==> src/rtl/sw_cond_pkg.sv <==
// sw_cond_pkg: shared state encoding and defaults for the switch input conditioner
package sw_cond_pkg;
  typedef enum logic [1:0] {IDLE, HELD, REL} sw_state_t;
  localparam int DB_CYC_DEFAULT = 16;
endpackage

==> src/rtl/debounce_bit.sv <==
// debounce_bit: two-flop synchroniser plus stability counter for one switch bit
import sw_cond_pkg::*;
module debounce_bit #(
  parameter int DB_CYC = DB_CYC_DEFAULT
) (
  input  logic clk,
  input  logic reset,
  input  logic din,
  output logic dout
);
  localparam int CW = $clog2(DB_CYC + 1);
  logic s1, s2;
  logic [CW-1:0] cnt;
  // sync the raw bit, then only adopt it once it has disagreed with dout for DB_CYC cycles
  always_ff @(posedge clk or negedge reset)
    if (!reset) begin
      s1   <= 1'b0;
      s2   <= 1'b0;
      dout <= 1'b0;
      cnt  <= '0;
    end else begin
      s1 <= din;
      s2 <= s1;
      if (s2 == dout) cnt <= '0;
      else if (cnt == CW'(DB_CYC - 1)) begin
        dout <= s2;
        cnt  <= '0;
      end else cnt <= cnt + 1'b1;
    end
endmodule

==> src/rtl/sw_input_conditioner.sv <==
// sw_input_conditioner: debounced switch data with hold/release handshake for the CPU
import sw_cond_pkg::*;
module sw_input_conditioner #(
  parameter int NSW    = 10,
  parameter int DB_CYC = DB_CYC_DEFAULT,
  parameter int DW     = 8
) (
  input  logic           clk,
  input  logic           reset,
  input  logic [NSW-1:0] sw_raw,
  output logic [DW-1:0]  sw_data,
  output logic           sw_hold,
  output logic           sw_spare,
  output logic           data_strobe,
  output logic           release_strobe
);
  logic [NSW-1:0] db;
  logic db_hold_q, rise, fall;
  sw_state_t state, nxt;
  for (genvar i = 0; i < NSW; i++) begin : g_db
    debounce_bit #(.DB_CYC(DB_CYC)) u_db (.clk(clk), .reset(reset), .din(sw_raw[i]), .dout(db[i]));
  end
  assign rise     = db[DW] & ~db_hold_q;
  assign fall     = ~db[DW] & db_hold_q;
  assign sw_spare = db[NSW-1];
  // hold handshake: capture on rising hold, freeze while held, one release cycle
  always_comb
    nxt = (state == IDLE) ? (rise ? HELD : IDLE) :
          (state == HELD) ? (fall ? REL : HELD) : IDLE;
  // registered state, edge tracker and CPU-facing outputs
  always_ff @(posedge clk or negedge reset)
    if (!reset) begin
      state          <= IDLE;
      db_hold_q      <= 1'b0;
      sw_data        <= '0;
      sw_hold        <= 1'b0;
      data_strobe    <= 1'b0;
      release_strobe <= 1'b0;
    end else begin
      state          <= nxt;
      db_hold_q      <= db[DW];
      sw_data        <= (state == IDLE) ? db[DW-1:0] : sw_data;
      sw_hold        <= nxt == HELD;
      data_strobe    <= (state == IDLE) && rise;
      release_strobe <= (state == HELD) && fall;
    end
endmodule

==> config.mk <==
export PLATFORM = sky130hd
export DESIGN_NAME = sw_input_conditioner
export DESIGN_NICKNAME = d
export VERILOG_FILES = /design/src/rtl/sw_cond_pkg.sv /design/src/rtl/debounce_bit.sv /design/src/rtl/sw_input_conditioner.sv
export SDC_FILE = /design/constraint.sdc
export NUM_CORES = 1
export LEC_CHECK = 0
export CAP_MARGIN = 5
export CORE_MARGIN = 5
export CORE_UTILIZATION = 50
export DETAILED_ROUTE_END_ITERATION = 16
export GPL_ROUTABILITY_DRIVEN = 1
export GPL_TIMING_DRIVEN = 0
export PLACE_DENSITY = 0.72
export REMOVE_ABC_BUFFERS = 1
export SLEW_MARGIN = 20
export SYNTH_ARGS = -nofsm -noshare
export SYNTH_HDL_FRONTEND = slang
export SYNTH_SLANG_ARGS = --single-unit
==> constraint.sdc <==
create_clock -name clk -period 1.3 [get_ports clk]
set_clock_uncertainty 0.2 [all_clocks]
set_input_delay 0.26 -clock clk [delete_from_list [all_inputs] [get_ports clk]]
set_output_delay 0.26 -clock clk [all_outputs]
set_load 0.02 [all_outputs]
==> summary.md <==
| Metric | Value |
|---|---|
| Hold slack | 0.140 ns |
| Global-route usage over all layers | 0.148 |
| Min Tclk post-route | 1.43 ns |
| VDD IR-drop max | a little over 0.7 mV |
| Yosys Warn Count | 0 |
| Clk pwr share | 0.349 |
| TritonCTS clock tree | yes |
| Antenna cells | 0 |
| Crit-path leading delay family | flip-flops |
| Buf/Inv on CP | 0 |
| Largest stage delay, worst path | 0.37 ns |
| RePlAce Congestion | 0.716 |
| Reg2Reg Setup Slack | -0.13 ns |
| CTS Sinks | 94 |
| IO Pins | 24 |
| Worst-path clk slew | around 0.090 ns |
| Total Routed Length | 5850 µm |
| Fin. Hold Viols | 0 |
| First-pass GRT wire length | 10000 µm |
| Clock Path Buffers | 2 |
| Slowest-stage cell, CP | dfrtp_1 |
| Number of routed nets with antenna violations | 0 |
| Drt drc | 0 |
| Internal power | 4.15 mW |
| Most common cell after layout, fill and taps aside | dfrtp_1 |
| Hold WC Path Type | primary input to asynchronous set/reset pin |
| Buffers on Ports | 23 |
| Largest net degree at the start of global routing | 68 |
| Slew headroom | 0.743 |
| Worst-Margin Slew | between 0.3 and 0.4 ns |
| Synth Instances | 259 |
| Pre-CTS WS | -0.196 ns |
| First drt pass iteration count | 4 |
| Worst setup SP type | flip-flop |
| Crit Path Max Fanout | 3 |
| Initial DRC count | 49 |
| DR WL/cell | about 14 µm |
| Cell type with the largest total area after synthesis | dfrtp_1 |
| Pwr per Cell Area | 1150 mW/mm² |
| Final setup fails | 43 |
| Netlist cell types | 19 |
| CP required | 1.33 ns |
| Post-layout nets | 359 |
| Global route total overflow | 0 |
| Status | finished, violations left |
| DPL Wire Length | approximately 3300 µm |
| DP Area | 0.00383 mm² |
| Final setup margin | -0.130 ns |
| Vias in the first global route | about 2200 |
| P_leak | about 2.4 nW |
| Highest clock rate | 699 MHz |
| Top cells by area, synth | dfrtp_1 (68%), xor2_1 (7.6%), mux2_2 (5.8%) |
| Switching fraction of total power | 0.234 |
| Root buffer cell | clkbuf_8 |
| Critical path class | flip-flop to flip-flop |
| Die height | between 90 and 100 µm |
| Crit. End Element | flip-flop |
| Violated checks | setup timing |
| TritonCTS Buffers | 9 |
| Syn avg cell area | 13.4 µm² |
| Clk Latency, worst-skew pair | 0.34 ns |
| Seq cells post-synth | 94 |
| Starting density of the core | 0.513 |
| Combinational cell fraction of total power | 0.076 |
| Core Area | around 0.0068 mm² |
| RSZ-0062 raised after global routing | true |
| Final period utilization | 1.10 |
| Post-DR vias/cell | 5.00 |
| Critical-path cell list | ha_2, nand3_2, nor2_2, mux2_4 |
| Vias | 2108 |
| Most frequent cells in the layout | dfrtp_1 (92), buf_4 (35), xor2_1 (28) |
| Rows | 30 |
| Post-synthesis sequential area ratio | 0.678 |
| Arrival time at the worst endpoint | 1.46 ns |
| Die ar. | around 0.0087 mm² |
| Post-route cell area | 0.00470 mm² |
| Die width | 93.3 µm |
| Initial antenna violation count | 0 |
| Synth top area share | 0.678 |
| Net switching power | between 1 and 1.5 mW |
| Pins Over Slew Limit | 0 |
| Seq pwr share | 0.575 |
| H-tree levels | 3 |
| Layout cells sized above 1 | 0.406 |
| Synthesized area | 0.00347 mm² |
| Layout area overhead | 35.4% |
| Max Cap Viol | 0 |
cells by family after synthesis:
kind of cell    count (synthesis)  share of synthesized area
simple gates                   85                      0.122
flops                          94                      0.678
fa+ha+maj                      10                     0.0361
mux                            18                     0.0584
compound gates                 13                     0.0198
buf+inv                         9                    0.00974
xor+xnor                       30                     0.0758
metrics by stage:
step	TNS [ns]	util	power, mW	cells
2_1_floorplan	-0.653	-	3.28	259
3_3_place_gp	-335.82	0.562	3.41	362
3_5_place_dp	-6.08	0.566	3.44	363
4_1_cts	-2.22	0.658	5.42	408
5_1_grt	-4.38	0.695	5.69	422
6_report	-1.77	0.695	5.42	422
power groups by stage:
| stage | logic [mW] | registers (mW) | clock network (mW) |
|---|---|---|---|
| after floorplan | 0.139 | 3.15 | 0 |
| after global placement | 0.251 | 3.15 | 0 |
| after detailed placement | 0.274 | 3.16 | 0 |
| after CTS | 0.363 | 3.10 | 1.95 |
| after global routing | 0.471 | 3.13 | 2.09 |
| final | 0.410 | 3.12 | 1.89 |
registers in the layout, indices dropped and copies added, names as in the netlist, 2 cells and up:
| signal | count |
|---|---|
| g_db.u_db.cnt | 50 |
| g_db.u_db.dout | 10 |
| g_db.u_db.s1 | 10 |
| g_db.u_db.s2 | 10 |
| state | 2 |
| sw_data | 8 |
synth_stat cells:
| cell | count |
|---|---|
| nand2_1 | 1 |
| a21oi_1 | 2 |
| nor4b_1 | 2 |
| nor3_1 | 1 |
| ha_1 | 10 |
| and2_2 | 1 |
| mux2_2 | 18 |
| nor2_4 | 1 |
| and2_1 | 11 |
| inv_1 | 9 |
| nand3_1 | 20 |
| o21ai_2 | 1 |
| xor2_1 | 30 |
| and3_1 | 9 |
| nor2_2 | 1 |
| and3_2 | 1 |
| nor2_1 | 37 |
| dfrtp_1 | 94 |
| o21ai_0 | 10 |
path summary, 6_finish.rpt:
path | startpoint | to | cells after the start
max | g_db[0].u_db.cnt[1] | g_db[0].u_db.dout | 4
min | reset | g_db[5].u_db.dout | 2
max reg2reg | g_db[0].u_db.cnt[1] | g_db[0].u_db.dout | 4
min reg2reg | g_db[5].u_db.s1 | g_db[5].u_db.s2 | 0
max in group asynchronous | reset | g_db[8].u_db.cnt[1] | 3
min in group clk | sw_raw[3] | g_db[3].u_db.s1 | 1
what timing repair did:
| action | in CTS | in global routing |
|---|---|---|
| pin swaps | 20 | 16 |
| resized for setup | 130 | 29 |
| endpoints found under the setup margin | 56 | 71 |
| endpoints found under the hold margin | 94 | 0 |
| buffers inserted | 28 | 14 |
| hold buffers | 1 | 0 |
area by class of cell:
class,count,area [µm²]
Tap cell,80,100
Fill cell,458,2060
Clock buffer,9,124
Clock inverter,7,73.8
Timing Repair Buffer,67,634
Sequential cell,94,2350
Inverter,9,33.8
Multi-Input combinational cell,156,1380
routing by layer:
metal  up-vias  global-route usage  routed length [µm]
met3        13              0.0290                 164
met1      1056               0.183                2620
met2        25               0.246                2910
met4         0              0.0794                 155
met5         -                   0                   0
li1       1014                   -                   -
Power figures use the tool's default switching activity.
